<file path="src/rtl/mips_instr_encoder.sv">
`default_nettype none
// ============================================================================
// Module      : mips_instr_encoder
// Description : Turns symbolic instruction requests (R/I/J formats and the
//               NOP/MOVE/LI/BLT/BGE pseudo-ops) into 32-bit MIPS words and
//               writes them sequentially into instruction memory.
// Revision    : 1.0 - initial release
// ============================================================================
module mips_instr_encoder #(
   parameter int unsigned       ADDR_W    = 8,
   parameter logic [ADDR_W-1:0] BASE_ADDR = '0,
   parameter logic [4:0]        AT_REG    = 5'd1
) (
   input  logic              clk,
   input  logic              rst_n,
   input  logic              start,
   input  logic              req_valid,
   output logic              req_ready,
   input  logic [3:0]        req_op,
   input  logic [5:0]        req_opc,
   input  logic [5:0]        req_funct,
   input  logic [4:0]        req_rs,
   input  logic [4:0]        req_rt,
   input  logic [4:0]        req_rd,
   input  logic [4:0]        req_sa,
   input  logic [31:0]       req_imm,
   input  logic [25:0]       req_target,
   output logic              wr_en,
   input  logic              wr_ready,
   output logic [ADDR_W-1:0] wr_addr,
   output logic [31:0]       wr_data,
   output logic              err,
   output logic              wrapped
);

   // FSM states
   localparam logic [1:0] S_IDLE  = 2'd0;
   localparam logic [1:0] S_EMIT1 = 2'd1;
   localparam logic [1:0] S_EMIT2 = 2'd2;

   // Request operation codes
   localparam logic [3:0] OP_R    = 4'd0;
   localparam logic [3:0] OP_I    = 4'd1;
   localparam logic [3:0] OP_J    = 4'd2;
   localparam logic [3:0] OP_NOP  = 4'd3;
   localparam logic [3:0] OP_MOVE = 4'd4;
   localparam logic [3:0] OP_LI   = 4'd5;
   localparam logic [3:0] OP_BLT  = 4'd6;
   localparam logic [3:0] OP_BGE  = 4'd7;

   // MIPS opcode / funct values used by the pseudo-op expansions
   localparam logic [5:0] MIPS_SPECIAL = 6'b000000;
   localparam logic [5:0] MIPS_ORI     = 6'b001101;
   localparam logic [5:0] MIPS_LUI     = 6'b001111;
   localparam logic [5:0] MIPS_BEQ     = 6'b000100;
   localparam logic [5:0] MIPS_BNE     = 6'b000101;
   localparam logic [5:0] FN_ADDU      = 6'b100001;
   localparam logic [5:0] FN_SLT       = 6'b101010;

   localparam logic [ADDR_W-1:0] ADDR_ONE = ADDR_W'(1);

   logic [1:0]        state_q, state_d;
   logic [ADDR_W-1:0] addr_q;
   logic [31:0]       data_q;
   logic [31:0]       second_q;
   logic              two_q;
   logic              err_q;
   logic              wrapped_q;

   logic [31:0]       w_first;
   logic [31:0]       w_second;
   logic              w_two;
   logic              w_supported;
   logic [15:0]       w_imm_hi;
   logic [15:0]       w_imm_lo;
   logic [15:0]       w_br_off;
   logic [31:0]       w_slt;
   logic              w_accept;
   logic              w_wr_done;

   assign w_accept  = req_valid & req_ready;
   assign w_wr_done = wr_en & wr_ready;

   // Encode the presented request into up to two instruction words
   always_comb begin
      w_first     = '0;
      w_second    = '0;
      w_two       = 1'b0;
      w_supported = 1'b1;
      w_imm_hi    = req_imm[31:16];
      w_imm_lo    = req_imm[15:0];
      // Branch offsets are relative to the SLT word, the branch sits one later
      w_br_off    = w_imm_lo - 16'd1;
      w_slt       = {MIPS_SPECIAL, req_rs, req_rt, AT_REG, 5'd0, FN_SLT};
      case (req_op)
         OP_R:    w_first = {MIPS_SPECIAL, req_rs, req_rt, req_rd, req_sa, req_funct};
         OP_I:    w_first = {req_opc, req_rs, req_rt, w_imm_lo};
         OP_J:    w_first = {req_opc, req_target};
         OP_NOP:  w_first = 32'h0000_0000;
         OP_MOVE: w_first = {MIPS_SPECIAL, req_rs, 5'd0, req_rd, 5'd0, FN_ADDU};
         OP_LI: begin
            if (w_imm_hi == 16'd0) begin
               w_first = {MIPS_ORI, 5'd0, req_rt, w_imm_lo};
            end else if (w_imm_lo == 16'd0) begin
               w_first = {MIPS_LUI, 5'd0, req_rt, w_imm_hi};
            end else begin
               w_first  = {MIPS_LUI, 5'd0, req_rt, w_imm_hi};
               w_second = {MIPS_ORI, req_rt, req_rt, w_imm_lo};
               w_two    = 1'b1;
            end
         end
         OP_BLT: begin
            w_first  = w_slt;
            w_second = {MIPS_BNE, AT_REG, 5'd0, w_br_off};
            w_two    = 1'b1;
         end
         OP_BGE: begin
            w_first  = w_slt;
            w_second = {MIPS_BEQ, AT_REG, 5'd0, w_br_off};
            w_two    = 1'b1;
         end
         default: w_supported = 1'b0;
      endcase
   end

   // FSM state register
   always_ff @(posedge clk or negedge rst_n) begin
      if (!rst_n) begin
         state_q <= S_IDLE;
      end else begin
         state_q <= state_d;
      end
   end

   // FSM next-state: advance only on a completed write handshake
   always_comb begin
      state_d = state_q;
      case (state_q)
         S_IDLE: begin
            if (w_accept && w_supported) begin
               state_d = S_EMIT1;
            end
         end
         S_EMIT1: begin
            if (wr_ready) begin
               state_d = two_q ? S_EMIT2 : S_IDLE;
            end
         end
         S_EMIT2: begin
            if (wr_ready) begin
               state_d = S_IDLE;
            end
         end
         default: state_d = S_IDLE;
      endcase
   end

   // FSM outputs: start steals the idle cycle from any pending request
   always_comb begin
      wr_en     = (state_q == S_EMIT1) || (state_q == S_EMIT2);
      req_ready = (state_q == S_IDLE) && !start;
   end

   // Address, data and sticky status registers
   always_ff @(posedge clk or negedge rst_n) begin
      if (!rst_n) begin
         addr_q    <= BASE_ADDR;
         data_q    <= '0;
         second_q  <= '0;
         two_q     <= 1'b0;
         err_q     <= 1'b0;
         wrapped_q <= 1'b0;
      end else if ((state_q == S_IDLE) && start) begin
         addr_q    <= BASE_ADDR;
         err_q     <= 1'b0;
         wrapped_q <= 1'b0;
      end else if (w_accept) begin
         if (w_supported) begin
            data_q   <= w_first;
            second_q <= w_second;
            two_q    <= w_two;
         end else begin
            err_q    <= 1'b1;
         end
      end else if (w_wr_done) begin
         addr_q <= addr_q + ADDR_ONE;
         if (&addr_q) begin
            wrapped_q <= 1'b1;
         end
         if ((state_q == S_EMIT1) && two_q) begin
            data_q <= second_q;
         end
      end
   end

   assign wr_addr = addr_q;
   assign wr_data = data_q;
   assign err     = err_q;
   assign wrapped = wrapped_q;

endmodule
`default_nettype wire

</file>
<file path="config.mk">
export PLATFORM = sky130hd
export DESIGN_NAME = mips_instr_encoder
export DESIGN_NICKNAME = d
export VERILOG_FILES = /design/src/rtl/mips_instr_encoder.sv
export SDC_FILE = /design/constraint.sdc
export NUM_CORES = 1
export LEC_CHECK = 0
export CAP_MARGIN = 20
export CORE_MARGIN = 1
export CORE_UTILIZATION = 45
export DETAILED_ROUTE_END_ITERATION = 10
export DONT_BUFFER_PORTS = 1
export GPL_TIMING_DRIVEN = 0
export HOLD_SLACK_MARGIN = 0.03
export PLACE_DENSITY = 0.62
export SYNTH_ARGS = -nofsm -noshare
export SYNTH_HDL_FRONTEND = slang
export SYNTH_SLANG_ARGS = --single-unit
</file>
<file path="constraint.sdc">
create_clock -name clk -period 2.2 [get_ports clk]
set_clock_uncertainty 0.15 [all_clocks]
set_input_delay 0.22 -clock clk [delete_from_list [all_inputs] [get_ports clk]]
set_output_delay 0.22 -clock clk [all_outputs]
set_load 0.02 [all_outputs]
</file>
# ---- After elaboration in Yosys (flattened, before gate mapping)
# Index checks and enable logic that the tools add are counted.
dict set report word_totals {
  ff_bits 77
  input_bits 99
  output_inout_bits 44
  word_cells 79
}
dict set report classes {
  addsub 2
  n_eq_ne 15
  n_mux 28
  bitwise_logic 3
  reduce_logical 24
}
# operator count
set op_table {}
lappend op_table {{one-hot mux 32 bit (6 select lines)} 1}
lappend op_table {{2-to-1 mux 32 bit} 4}
lappend op_table {{one-hot mux 30 bit (3 select lines)} 1}
lappend op_table {{2-to-1 mux 30 bit} 2}
lappend op_table {{zero test 16 bit} 2}
lappend op_table {{2-to-1 mux 28 bit} 1}
lappend op_table {{2-to-1 mux 8 bit} 3}
lappend op_table {{equality test 4 x 3 -> 1 bit (second input constant)} 4}
lappend op_table {{subtractor 16 x 1 -> 16 bit (second input constant)} 1}
lappend op_table {{2-to-1 mux 1 bit} 10}
lappend op_table {{nonzero test 2 bit} 5}
lappend op_table {{AND reduction 3 bit} 3}
lappend op_table {{adder 8 x 1 -> 8 bit (second input constant)} 1}
lappend op_table {{equality test 4 x 2 -> 1 bit (second input constant)} 2}
lappend op_table {{2-to-1 mux 2 bit} 4}
lappend op_table {{!= test 2 bit (second input constant)} 4}
lappend op_table {{AND reduction 8 bit} 1}
lappend op_table {{OR reduction 8 bit} 1}
lappend op_table {{one-hot mux 2 bit (3 select lines)} 1}
lappend op_table {{equality test 4 x 1 -> 1 bit (second input constant)} 1}
lappend op_table {{logical AND 1 bit} 4}
lappend op_table {{zero test 4 bit} 1}
lappend op_table {{!= test 2 x 1 -> 1 bit (second input constant)} 2}
lappend op_table {{AND reduction 2 bit} 2}
lappend op_table {{other kinds (10)} 11}

# ---- Logic depth before layout (Yosys ltp)
dict set report depth {
  depth_word 6
  mapped_depth 10
  ltp_nobuf 7
}

# ---- Worst setup path before layout
# Ideal clock, no wire load.
dict set report synth_timing {
  path_type {register to register}
  from {register state_q[0]}
  to {register data_q[23], in the netlist wr_data[23]}
  setup_time_ns 0.126
  arrival_ns 1.947
  t_required_ns 1.924
  slack_ns -0.022
  stages_incl_launch_ff 9
  n_path_buf 1
  period_less_slack_ns 2.222
  path_cell_list {dfrtp_1 inv_1 ha_1 nand4_1 nand2b_1 a21o_1 clkbuf_1 a221oi_1 nor2_1}
}
dict set report synth_between {
  elab_chain_cells 5
  word_cells_on_any_way 15
  classes_between {3 x eq/ne; 1 x mux; 3 x bitwise; 8 x reduce/logical}
}
# element line
set synth_lines {}
lappend synth_lines {{from (decl)} 62} ;# logic [1:0] state_q, state_d;
lappend synth_lines {{from (signal assigned)} 131} ;# state_q <= state_d;
lappend synth_lines {{equality test 2 x 1 -> 1 bit / equality test 2 bit (equally long branches)} 160} ;# wr_en = (state_q == S_EMIT1) || (state_q == S_EMIT2);
lappend synth_lines {{logical OR 1 bit (*)} 160}
lappend synth_lines {{named net wr_en} 28} ;# output logic wr_en,
lappend synth_lines {{AND 1 bit (*)} 82} ;# assign w_wr_done = wr_en & wr_ready;
lappend synth_lines {{nonzero test 2 bit (no source line) (*)} -}
lappend synth_lines {{AND reduction 4 bit (no source line) (*)} -}
lappend synth_lines {{to (signal assigned)} 179} ;# data_q <= w_first;
lappend synth_lines {{to (signal assigned)} 191} ;# data_q <= second_q;
lappend synth_lines {{to (decl)} 64} ;# logic [31:0] data_q;
# Mark *: on every way through the listed nets, which the timed path passes. The rest lies on a longest branch.
# A chain may end at the register's enable or synchronous reset.

# ---- Worst setup path in the final report
dict set report layout_timing {
  from {input req_imm[12]}
  to {register second_q[5]}
}
dict set report layout_between {
  elab_chain_cells 4
}
# element line
set layout_lines {}
lappend layout_lines {{from (decl)} 26} ;# input logic [31:0] req_imm,
lappend layout_lines {{zero test 16 bit} 104} ;# end else if (w_imm_lo == 16'd0) begin
lappend layout_lines {{2-to-1 mux 30 bit} 104}
lappend layout_lines {{2-to-1 mux 30 bit} 102} ;# if (w_imm_hi == 16'd0) begin
lappend layout_lines {{one-hot mux 30 bit (3 select lines)} 95} ;# case (req_op)
lappend layout_lines {{to (signal assigned)} 180} ;# second_q <= w_second;
lappend layout_lines {{to (decl)} 65} ;# logic [31:0] second_q;
# No other way between the ends.

==> flow_summary.yaml <==
drt:
  firstDrtPassIters: 5
  wl_mm: 17.2
  viasPerCell: 6.56
  drcViolationCount: 0
  avgRoutedWirePerCell_um: 23.6
  ant_nets: 0
  vias: 4769
  drt_first_iter_violations: 560
clocking:
  insertion_delay_ps: 350
  cts-root-buf: "clkbuf_8"
  clock-sinks: 69
  htreeDepth: 3
  clk_pin_slew_ps: 80
  clk_path_buf_depth: 2
  numCtsBuffers: 9
  cts_tree: "built"
place:
  gp_congestion: 0.987
  hpwlAfterDp_mm: 12.0
  placedCellCount: 668
  portBuffers: 0
  placed_area_um2: 4800
floorplanning:
  num_io_pins: 143
  core-area_um2: 9860
  die_y_um: 103
  start_util_pct: 46.9
  num_rows: 36
  dieArea_um2: 10700
  die_x_um: 103
setup_path:
  timing_worst_setup_path_type: "input port to flop"
  path_cells: "dlygate4sd3_1 -> or3_4 -> nor3_4 -> nand3_1 -> and2_1 -> buf_6 -> buf_8 -> a221o_1"
  required_ps: 2280
  worst-path-buf-inv: 3
  cp-end-kind: "flop"
  worstReg2RegEnd: "wr_data[7]"
  arrival_ps: 2220
  r2r_start: "state_q[1]"
  cp_slowest_cell: "dlygate4sd3_1"
  start_kind: "input port"
  max_stage_delay_ps: 610
  ff2ff_path_depth: 7
  r2r_setup_slack_ps: 60
  cp_top_family: "buffers and inverters"
  worstPathMaxFanout: 10
logic_synthesis:
  synth_area_per_cell_um2: 8.65
  async_flop_share_pct: 100
  ys.flop_type: "dfrtp_1"
  synth-xor-area-share_pct: 2.27
  yosys_register_bits: 69
  synth_warnings: 0
  ys_types: 70
  yosys.area.top_type: "dfrtp_1"
  ys_seq_area_share_pct: 37.3
  yosys.area_share.adder_pct: 1.35
  syn_nets: 639
  yosys-top-cells-area: "dfrtp_1 37%, nor2_1 5.5%, a22oi_1 4.5%, nand2_1 4.2%, o21ai_0 4.0%"
  yosys.area.top_type_share_pct: 37.3
  synth_edf_count: 0
  synth_top_family_by_area: "compound AO/OA/AOI/OAI gates"
  synth-simple-area-share_pct: 21.6
  syn_area_um2: 4630
  synth-compound-area-share_pct: 28.5
  synthMuxAreaShare_pct: 3.57
  syn_inst: 535
cells_and_area:
  layout_common_cells: "69 x dfrtp_1, 68 x nor2_1, 52 x nand2_1"
  num-nets-final: 692
  final_core_util_pct: 57.1
  drive_gt1_share_pct: 18.2
  fin_cells: 727
  syn_to_final_growth_pct: 21.8
  final_common_cell: "dfrtp_1"
  fin_area_um2: 5640
  fillers: 875
timing:
  maxSlewHeadroom_pct: 45.5
  rsz0062_at_grt: "true"
  worst_slew_pin_slew_ps: 814
  slew_violations: 0
  fin_crit_ps: 2150
  hold_viol: 0
  hold-worst-slack_ps: 14.4
  fin_setup_tns_ps: 0
  setup_viol: 0
  layout_worst_path_cycle_share_pct: 97.5
  fmax_mhz: 466
worst_hold_path:
  hold_class: "input port to flop"
  min_to: "second_q[12]"
  hold_depth: 3
  min-delay-start: "req_imm[9]"
power_and_ir_drop:
  leakage_nw: 2.37
  ir_drop_v: 0.000431
  p_per_area_nw_per_um2: 892
global_route:
  grt_overflow: 0
  grt_start_max_net_pins: 70
  grt_pass1_vias: 4698
  antenna_found_initial: 0
  grt_usage_pct: 32.6
  grt_pass1_wl_mm: 25.6
outcome:
  run_status: "finished clean"
run:
  maxCapViolCount: 0
[where the power goes]
part	total (mW)	internal (mW)	switching, mW
combinational	1.48	0.670	0.805
clock	1.19	0.668	0.524
sequential	2.36	1.67	0.692
[cell type report]
type,instances,area (um^2),share of cell area [%]
diodes,1,2.50,0.0444
plain buffers,43,278,4.93
clock buffers,10,138,2.44
clock inverters,6,86.3,1.53
inverters,8,30.0,0.533
multi-input cells,414,2790,49.6
flip-flops and latches,69,1730,30.6
well taps,133,166,2.95
repair buffers,43,415,7.37
[worst reg2reg max path: cells and delay by family (launching register included)]
kind	cells	cell delay, ps
and+or+nand+nor	2	370
buffers and inverters	2	330
adders and majority gates	1	310
AOI/OAI and AO/OA	2	430
DFF	1	380
[cell families (layout without fill, tap and decap cells)]
kind of cell / after synthesis / after routing
XOR/XNOR: 12 / 12
AND/OR/NAND/NOR: 197 / 197
flip-flops: 69 / 69
multiplexers: 16 / 16
AO/OA/AOI/OAI: 184 / 184
buffers and inverters: 52 / 110
other: 0 / 1
adder cells (fa/ha/maj): 5 / 5
[worst max path at each step]
| stage | from | end | slack (ps) | depth (start not counted) |
|---|---|---|---|---|
| after floorplan | state_q[1] | wr_data[23] | 10 | 8 |
| after global placement | state_q[1] | second_q[13] | -460 | 8 |
| after detailed placement | state_q[1] | second_q[13] | -560 | 8 |
| after CTS | state_q[1] | wr_data[25] | 8 | 10 |
| after global routing | state_q[0] | second_q[10] | -20 | 10 |
| final | req_imm[12] | second_q[5] | 50 | 8 |
[through the flow]
step | total power, mW | worst slack (ps)
3_5_place_dp | 3.58 | -556
5_1_grt | 5.29 | -20.1
6_report | 5.03 | 54.3
4_1_cts | 4.94 | 8.26
2_1_floorplan | 3.22 | 13.2
3_3_place_gp | 3.54 | -456
[sequential cells by signal, indices dropped and copies added, names as in the netlist]
signal and cells:
wrapped 1, state_q 2, second_q 25, err 1
wr_addr 8, wr_data 32
[synthesized netlist by cell type (all sizes together), types with 4 or more instances]
master,number
o221ai,4
a221o,11
a22o,8
xor2,9
buf,20
mux2i,12
nor3,6
o2bb2ai,5
a221oi,16
a22oi,28
nand4,6
nor2,68
nor2b,9
mux2,4
a31oi,15
clkbuf,24
nand2,53
inv,7
o21ai,38
o22ai,6
and3,10
a21oi,23
dfrtp,69
o211ai,4
ha,5
and2,8
nor4,6
nand3,11
[routing by layer]
metal,GRT usage [%],routed length (um)
met3,9.07,1810
met5,0,0
met4,12.8,538
met2,53.4,8020
met1,40.6,6780
[what timing repair did]
item / CTS / global route
hold buffers: 29 / 1
pin swaps: 4 / 1
buffers inserted: 8 / 5
setup endpoints to repair: 58 / 51
gates resized for setup: 31 / 30
hold endpoints to repair: 100 / 1
(Power assumes the default switching activity.)
